===== src/rtl/ad_ave_pkg.sv =====
// Shared constants and state encoding for the two-channel ADC averager.
package ad_ave_pkg;

  localparam int DW    = 16;
  localparam int K_MAX = 8;
  localparam int ACC_W = DW + K_MAX;
  localparam int KW    = 4;

  typedef enum logic {
    IDLE = 1'b0,
    ACC  = 1'b1
  } state_t;

  function automatic logic [KW-1:0] clamp_k(input logic [3:0] cfg);
    return (cfg > KW'(K_MAX)) ? KW'(K_MAX) : cfg;
  endfunction

endpackage


===== src/rtl/ad_ave_ch.sv =====
// One averaging channel: running accumulator and the rounded-mean output register.
module ad_ave_ch
  import ad_ave_pkg::*;
(
  input  logic          clk_sys,
  input  logic          rst_n,
  input  logic          clr,
  input  logic          add,
  input  logic          close,
  input  logic [KW-1:0] k_out,
  input  logic [DW-1:0] smp,
  output logic [DW-1:0] stu_data
);

  localparam int SW = ACC_W + 1;

  logic [ACC_W-1:0] acc;
  logic [SW-1:0]    rnd;
  logic [SW-1:0]    sum_rnd;

  // The closing sample is folded in combinationally so the mean lands one cycle after it.
  always_comb begin
    rnd = '0;
    if (k_out != '0) rnd = SW'(1) << (k_out - KW'(1));
    sum_rnd = SW'(acc) + SW'(smp) + rnd;
  end

  always_ff @(posedge clk_sys or negedge rst_n) begin
    if (!rst_n) begin
      acc      <= '0;
      stu_data <= '0;
    end else begin
      if (clr || close) acc <= '0;
      else if (add)     acc <= acc + ACC_W'(smp);
      if (close) stu_data <= DW'(sum_rnd >> k_out);
    end
  end

endmodule


===== src/rtl/ad_ave.sv =====
// Two-channel ADC averager: windows of 2^k samples, publishes rounded means with a strobe.
//   state | meaning
//   IDLE  | averaging disabled, accumulators held at zero
//   ACC   | collecting samples of the current window
module ad_ave
  import ad_ave_pkg::*;
(
  input  logic          clk_sys,
  input  logic          rst_n,
  input  logic          ave_en,
  input  logic [7:0]    cfg_ave,
  input  logic          ad_vld,
  input  logic [DW-1:0] ad_s1,
  input  logic [DW-1:0] ad_s2,
  output logic [DW-1:0] stu_data_s1,
  output logic [DW-1:0] stu_data_s2,
  output logic          ave_vld,
  output logic [15:0]   ave_cnt
);

  localparam int CW = K_MAX + 1;

  state_t         state, state_nxt;
  logic [KW-1:0]  k_win, k_eff;
  logic [K_MAX-1:0] smp_cnt;
  logic           last, close, add, clr, start;
  logic           cfg_unused;

  assign cfg_unused = ^cfg_ave[7:4];
  assign k_eff      = clamp_k(cfg_ave[3:0]);
  assign last       = ({1'b0, smp_cnt} == ((CW'(1) << k_win) - CW'(1)));
  // A closing sample completes its window even if ave_en drops in the same cycle.
  assign close      = (state == ACC) && ad_vld && last;
  assign add        = (state == ACC) && ad_vld && ave_en && !last;
  assign clr        = (state == IDLE) || !ave_en;
  assign start      = (state == IDLE) && ave_en;

  always_comb begin
    state_nxt = state;
    case (state)
      IDLE:    if (ave_en)  state_nxt = ACC;
      ACC:     if (!ave_en) state_nxt = IDLE;
      default: state_nxt = IDLE;
    endcase
  end

  always_ff @(posedge clk_sys or negedge rst_n) begin
    if (!rst_n) begin
      state   <= IDLE;
      k_win   <= '0;
      smp_cnt <= '0;
      ave_vld <= 1'b0;
      ave_cnt <= '0;
    end else begin
      state   <= state_nxt;
      ave_vld <= close;
      if (start || close) k_win <= k_eff;
      if (clr || close)   smp_cnt <= '0;
      else if (add)       smp_cnt <= smp_cnt + 1'b1;
      if (close)          ave_cnt <= ave_cnt + 16'd1;
    end
  end

  ad_ave_ch u_ch1 (
    .clk_sys  (clk_sys),
    .rst_n    (rst_n),
    .clr      (clr),
    .add      (add),
    .close    (close),
    .k_out    (k_win),
    .smp      (ad_s1),
    .stu_data (stu_data_s1)
  );

  ad_ave_ch u_ch2 (
    .clk_sys  (clk_sys),
    .rst_n    (rst_n),
    .clr      (clr),
    .add      (add),
    .close    (close),
    .k_out    (k_win),
    .smp      (ad_s2),
    .stu_data (stu_data_s2)
  );

endmodule

===== config.mk =====
export PLATFORM = sky130hd
export DESIGN_NAME = ad_ave
export DESIGN_NICKNAME = d
export VERILOG_FILES = /design/src/rtl/ad_ave_pkg.sv /design/src/rtl/ad_ave_ch.sv /design/src/rtl/ad_ave.sv
export SDC_FILE = /design/constraint.sdc
export NUM_CORES = 1
export LEC_CHECK = 0
export CAP_MARGIN = 20
export CORE_MARGIN = 2
export CORE_UTILIZATION = 61
export DETAILED_ROUTE_END_ITERATION = 8
export PLACE_DENSITY_LB_ADDON = 0.25
export SYNTH_ARGS = -nofsm -noshare
export SYNTH_HDL_FRONTEND = slang
export SYNTH_SLANG_ARGS = --single-unit
export TNS_END_PERCENT = 20

===== constraint.sdc =====
create_clock -name clk_sys -period 5.55 [get_ports clk_sys]
set_input_delay 0.555 -clock clk_sys [delete_from_list [all_inputs] [get_ports clk_sys]]
set_output_delay 0.555 -clock clk_sys [all_outputs]
set_load 0.01 [all_outputs]

# Yosys cells after proc, flatten, opt, wreduce, memory -nomap -nowiden
# Index checks and enable logic that the tools add are counted.
dict set report totals {
  output_inout_bits 49
  wordCells 47
  in_bits 44
  register_bits 110
}
dict set report op_classes {
  n_mux 9
  shift 4
  n_addsub 10
  eq_ne 1
  reduce_logical 12
  bitwise 1
  magnitude_cmp 1
}
# op count
set ops {}
lappend ops {{$mux 24} 4}
lappend ops {{$add 24x16->25} 2}
lappend ops {{$add 25x25->25} 2}
lappend ops {{$shr 25x4->16} 2}
lappend ops {{$add 24x16->24} 2}
lappend ops {{$mux 25} 1}
lappend ops {{$shl 1x4->25 const A} 1}
lappend ops {{$add 16x1->16 const B} 1}
lappend ops {{$mux 8} 2}
lappend ops {{$eq 8x9->1} 1}
lappend ops {{$shl 1x4->9 const A} 1}
lappend ops {{$sub 9x1->9 const B} 1}
lappend ops {{$add 8x1->8 const B} 1}
lappend ops {{$logic_and 1x1->1} 5}
lappend ops {{$gt 4x4->1 const B} 1}
lappend ops {{$mux 4} 1}
lappend ops {{$reduce_bool 4->1} 1}
lappend ops {{$sub 4x1->4 const B} 1}
lappend ops {{$logic_or 1x1->1} 3}
lappend ops {{$logic_not 1->1} 2}
lappend ops {{$reduce_bool 2->1} 1}
lappend ops {{$mux 1} 1}
lappend ops {{$not 1->1} 1}

# Logic depth before layout (Yosys ltp)
dict set report logic_depth {
  word_depth 7
  depth_mapped 21
  mapped_depth_nobuf 17
}

# Modules after synthesis
# Synthesis repeated with hierarchy kept, for this count alone.
dict set report unflattened {
  hier_cells 1359
  area_unflattened_um2 11617.4
}
# mod seq_area_each_um2 instances cells_per_inst area_each_um2
set by_module_without_submodules {}
lappend by_module_without_submodules {ad_ave_ch 1001.0 2 586 4889.7}
lappend by_module_without_submodules {ad_ave 750.7 1 187 1838.0}

# Worst setup path before layout
# Ideal clock, no wire load.
dict set report synth_timing {
  kind {register to register}
  startpoint {reg k_win[2]}
  endpoint {reg u_ch2.stu_data[11]}
  setup_ns 0.125
  arrival_time_ns 4.487
  n_path_buf 5
  synth_period_minus_slack_ns 4.613
  stages_incl_launch_ff 20
  t_required_ns 5.425
  setup_slack_ns 0.937
  cell_sequence {dfrtp_1 > buf_2 > buf_1 > inv_1 > clkbuf_1 > nand2_1 > clkbuf_1 > nor2_1 > fa_1 > ha_1 > buf_2 > a21oi_1 > o21ai_0 > a21oi_1 > a2111oi_0 > a2111o_1 > a2111oi_4 > nor2_2 > o31ai_2 > a21oi_1}
}
dict set report synth_between {
  elab_chain_cells 5
  word_cells_on_any_way 10
  cone_classes {add/sub (3); eq/ne (1); shift (3); mux (1); reduce/logical (2)}
}
# element line
set synth_rtl {}
lappend synth_rtl {{start: declaration} ad_ave.sv:24} ;# logic [KW-1:0] k_win, k_eff;
lappend synth_rtl {{start signal: assignment} ad_ave.sv:57} ;# if (start || close) k_win <= k_eff;
lappend synth_rtl {{$sub 4x1->4} ad_ave_ch.sv:24} ;# if (k_out != '0) rnd = SW'(1) << (k_out - KW'(1));
lappend synth_rtl {{$shl 1x4->25} ad_ave_ch.sv:24}
lappend synth_rtl {{$mux 25} ad_ave_ch.sv:24}
lappend synth_rtl {{$add 25x25->25} ad_ave_ch.sv:25} ;# sum_rnd = SW'(acc) + SW'(smp) + rnd;
lappend synth_rtl {{$shr 25x4->16} ad_ave_ch.sv:35} ;# if (close) stu_data <= DW'(sum_rnd >> k_out);
lappend synth_rtl {{end signal: assignment} ad_ave_ch.sv:35}
lappend synth_rtl {{end: declaration} ad_ave_ch.sv:12} ;# output logic [DW-1:0] stu_data
# Parallel ways exist; a longest one is shown, timed or not.
# A chain may end at the register's enable or synchronous reset.

# Final worst setup path
dict set report layout_timing {
  startpoint {reg k_win[3]}
  endpoint {reg u_ch2.stu_data[0]}
}
# Same word-level chain as after synthesis.

==> flow_summary_export.csv <==
group,metric,value,unit
setup_path,reg2regPathDepth,13,
synth,yosysWarningCount,0,
cts,worst_skew_pair.late_latency,0.37,ns
cts,tritoncts_clock_tree,"done",
synth,postSynthAreaPerCell,8.31,um^2
timing,grt_setup_unrepaired,"no",
power,net-switching-power,1.22,mW
setup_path,rrSetupSlack,0.27,ns
placement,gp_congestion,0.963,
power,p_int,1.72,mW
setup_path,timing_worst_setup_path_type,"flop to flop",
synth,synth-main-ff-cell,"dfrtp_1",
setup_path,cp-end-kind,"flop",
setup_path,peak_per_stage_delay_on_the_critical_path,0.72,ns
hold_path,hold_path_class,"primary input to async pin",
route,via_count,11550,
synth,dominant_cell_by_count_in_the_synthesized_netlist,"nand2_1",
setup_path,worstPathRequired,5.85,ns
synth,synth-seq-cells,110,
power,combPwrFrac,45.2,%
timing,timing.fmax,0.190,GHz
timing,post-route-min-period,5.28,ns
placement,placed_inst_area,13000,um^2
die,die_h,144,um
power,power-per-cell-area,221,nW/um^2
power,p_sw_share,41.5,%
route,initial_drc_count,1092,
layout,area.growth.synth_to_final,12.1,%
power,power.share.sequential,31.0,%
die,std_cell_rows,51,
global_routing,grt_max_degree,61,
die,core_area,19300,um^2
layout,fillers,1593,
layout,ff_latch_area,2760,um^2
placement,io_buffers,88,
cts,cts.hold.buffers_added,0,
layout,post_route_cells_drive_above_1_share,7.02,%
layout,multi_input_area,8670,um^2
timing,max_slew.worst_pin.slew,0.921,ns
timing,timing.final.max_slew_violations,0,
die,die_area,20600,um^2
setup_path,crit_path_max_fanout,17,
global_routing,remaining_global_route_overflow,0,
setup_path,ff_to_ff_end,"u_ch2.stu_data[0]",
synth,synth_enable_flop_cells,0,
layout,antenna_cells_inserted,0,
cts,clock_tree.root_cell,"clkbuf_16",
setup_path,critical_path.cell_chain,"nand2_1 > nor2_1 > fa_1 > ha_1 > o21ai_0 > a21o_1 > a21oi_2 > xnor2_1 > a221oi_1 > a2111oi_0 > a221oi_1 > a21oi_1 > a21oi_1",
synth,summed_instance_area_of_the_synthesized_netlist,11900,um^2
global_routing,number_of_antenna_violations_at_the_first_check_in_global_routing,0,
timing,final_hold_viol_count,0,
synth,netlist.top_cell.by_area,"dfrtp_1",
power,leakagePower,5.92,nW
route,detail_route.drc_violations,0,
timing,finalClockSkew,0.0127,ns
setup_path,setup.worst_path.start_class,"flop",
power,power.ir.vdd_worst,0.196,mV
global_routing,number_of_global_route_vias_before_repair,10648,
route,detailedRoute.firstPassIterationCount,6,
setup_path,timing.critical_path.slowest_stage_cell,"dfrtp_1",
timing,slew-limit-headroom,37.0,%
cts,htree_levels,3,
cts,clock_sinks,110,
global_routing,global_route_wire_length_before_repair,56.0,mm
die,die_width,144,um
global_routing,grt_util_all_layers,34.0,%
synth,post_synth_most_frequent_cells,"nand2_1, nor2_1, dfrtp_1",
die,start_util,61.7,%
timing,setup-tns-final,0,ns
run,maxCapViolCount,0,
layout,finalNetCount,1624,
route,via_per_inst,6.61,
synth,synth_cell_types,89,
cts,postCtsSetupBuffers,0,
placement,detailedPlacementHpwl,26.8,mm
synth,ys_async_sr_fraction,100,%
cts,clk_pin_slew_worst_paths,0.09,ns
power,pwr-share-clk,23.8,%
status,run_status,"complete, no violations",
setup_path,cp_data_arrival_time,5.58,ns
synth,yosys.area.top_type_share,23.2,%
layout,fin_area,13300,um^2
cts,clock_path_buffers,2,
route,drt.antenna.violating_nets,0,
setup_path,reg2reg_from,"k_win[3]",
timing,final_setup_violation_count,0,
synth,netlist_top_cells_area,"dfrtp_1, ha_1, xnor2_1, nand2_1, nor2_1",
cts,tritoncts.num_buffers,9,
timing,min_period_over_period,95.1,%
synth,netlist_instances,1430,
synth,seq_area_frac_synth,23.2,%
route,drt-total-wl,34.6,mm
die,design.portCount,93,
route,wire_per_inst,19.8,um
## cells by family (layout without fill, tap and decap cells)
logic type               count (synthesis)  after routing  synth area share [%]
other                                    1              2                0.0315
multiplexers                            66             66                  6.46
buffers and inverters                  120            171                  3.98
AND/OR/NAND/NOR                        464            464                  18.9
flip-flops                             110            110                  23.2
XOR/XNOR                               100            100                  7.37
adder cells (fa/ha/maj)                103            103                  12.2
AO/OA/AOI/OAI                          466            466                  27.9
## power groups by stage
stage / clock, mW / combinational (mW) / sequential (mW)
floorplan: 0 / 0.885 / 0.916
global placement: 0 / 1.26 / 0.924
detailed placement: 0 / 1.29 / 0.926
CTS: 0.698 / 1.30 / 0.910
global route: 0.735 / 1.44 / 0.918
finish: 0.700 / 1.33 / 0.911
## flip-flops by register name, summed over array words and instances, names as in the netlist
signal and cells:
u_ch1.acc 24, u_ch2.acc 24, ave_cnt 16, u_ch1.stu_data 16, u_ch2.stu_data 16, smp_cnt 8, k_win 4, ave_vld 1
state 1
## per-layer routing
metal | wire length, um | track usage, %
met4 | 1220 | 13.7
met2 | 15100 | 51.3
met1 | 15700 | 49.1
met5 | 0 | 0
met3 | 2580 | 4.60
## worst max-delay path, delay by kind of cell (launching register included)
family                   cells  cell delay, ns
adder cells (fa/ha/maj)      2            0.89
AND/OR/NAND/NOR              2            0.99
XOR/XNOR                     1            0.17
AO/OA/AOI/OAI                8            2.43
flip-flops                   1            0.72
## cell usage in the layout (no fill, tap or decap), drive strengths merged, types with 12 or more instances in the layout
cell type      instances
a211oi                34
a21o                  44
a21oi                 86
a22o                  28
a31oi                 18
and2                  17
and3                  23
buf                   33
clkdlybuf4s50         87
dfrtp                110
fa                    22
ha                    81
inv                   37
mux2                  16
mux2i                 43
nand2                133
nand3                 32
nor2                 130
nor3                  43
nor4                  15
o211ai                23
o21ai                 87
o22ai                 13
o31ai                 13
or3                   12
xnor2                 58
xor2                  42
## final cells by class
| cell class | count | area share (%) |
|---|---|---|
| well taps | 265 | 2.49 |
| repair buffers | 120 | 8.39 |
| inverters | 35 | 0.986 |
| clock buffers | 9 | 1.69 |
| flip-flops and latches | 110 | 20.7 |
| clock inverters | 7 | 0.704 |
| multi-input cells | 1201 | 65.1 |
## worst max-delay path by stage
| stage | from | endpoint | slack, ns |
|---|---|---|---|
| 2_1_floorplan | k_win[2] | u_ch2.stu_data[11] | 0.94 |
| 4_1_cts | k_win[3] | u_ch2.stu_data[0] | 0.44 |
| 3_3_place_gp | k_win[3] | u_ch2.stu_data[11] | 0.58 |
| 3_5_place_dp | k_win[3] | u_ch1.stu_data[5] | 0.51 |
| 5_1_grt | k_win[3] | u_ch2.stu_data[0] | 0.02 |
| 6_report | k_win[3] | u_ch2.stu_data[0] | 0.27 |
## what timing repair did
action / 4_1_cts / 5_1_grt
hold endpoints to repair: 0 / 0
gates resized for setup: 0 / 1
endpoints found under the setup margin: 0 / 1
## metrics by stage
stage          util, %  hold slack [ns]  cells  total power [mW]  setup WS [ns]
6_report          69.2            0.256   1747              2.94          0.274
3_3_place_gp      67.5            0.459   1731              2.18          0.577
2_1_floorplan        -            0.259   1431              1.80          0.937
3_5_place_dp      67.5            0.462   1731              2.21          0.509
5_1_grt           69.2            0.324   1747              3.09         0.0185
4_1_cts           69.2            0.285   1747              2.91          0.441
(Power assumes the default switching activity.)
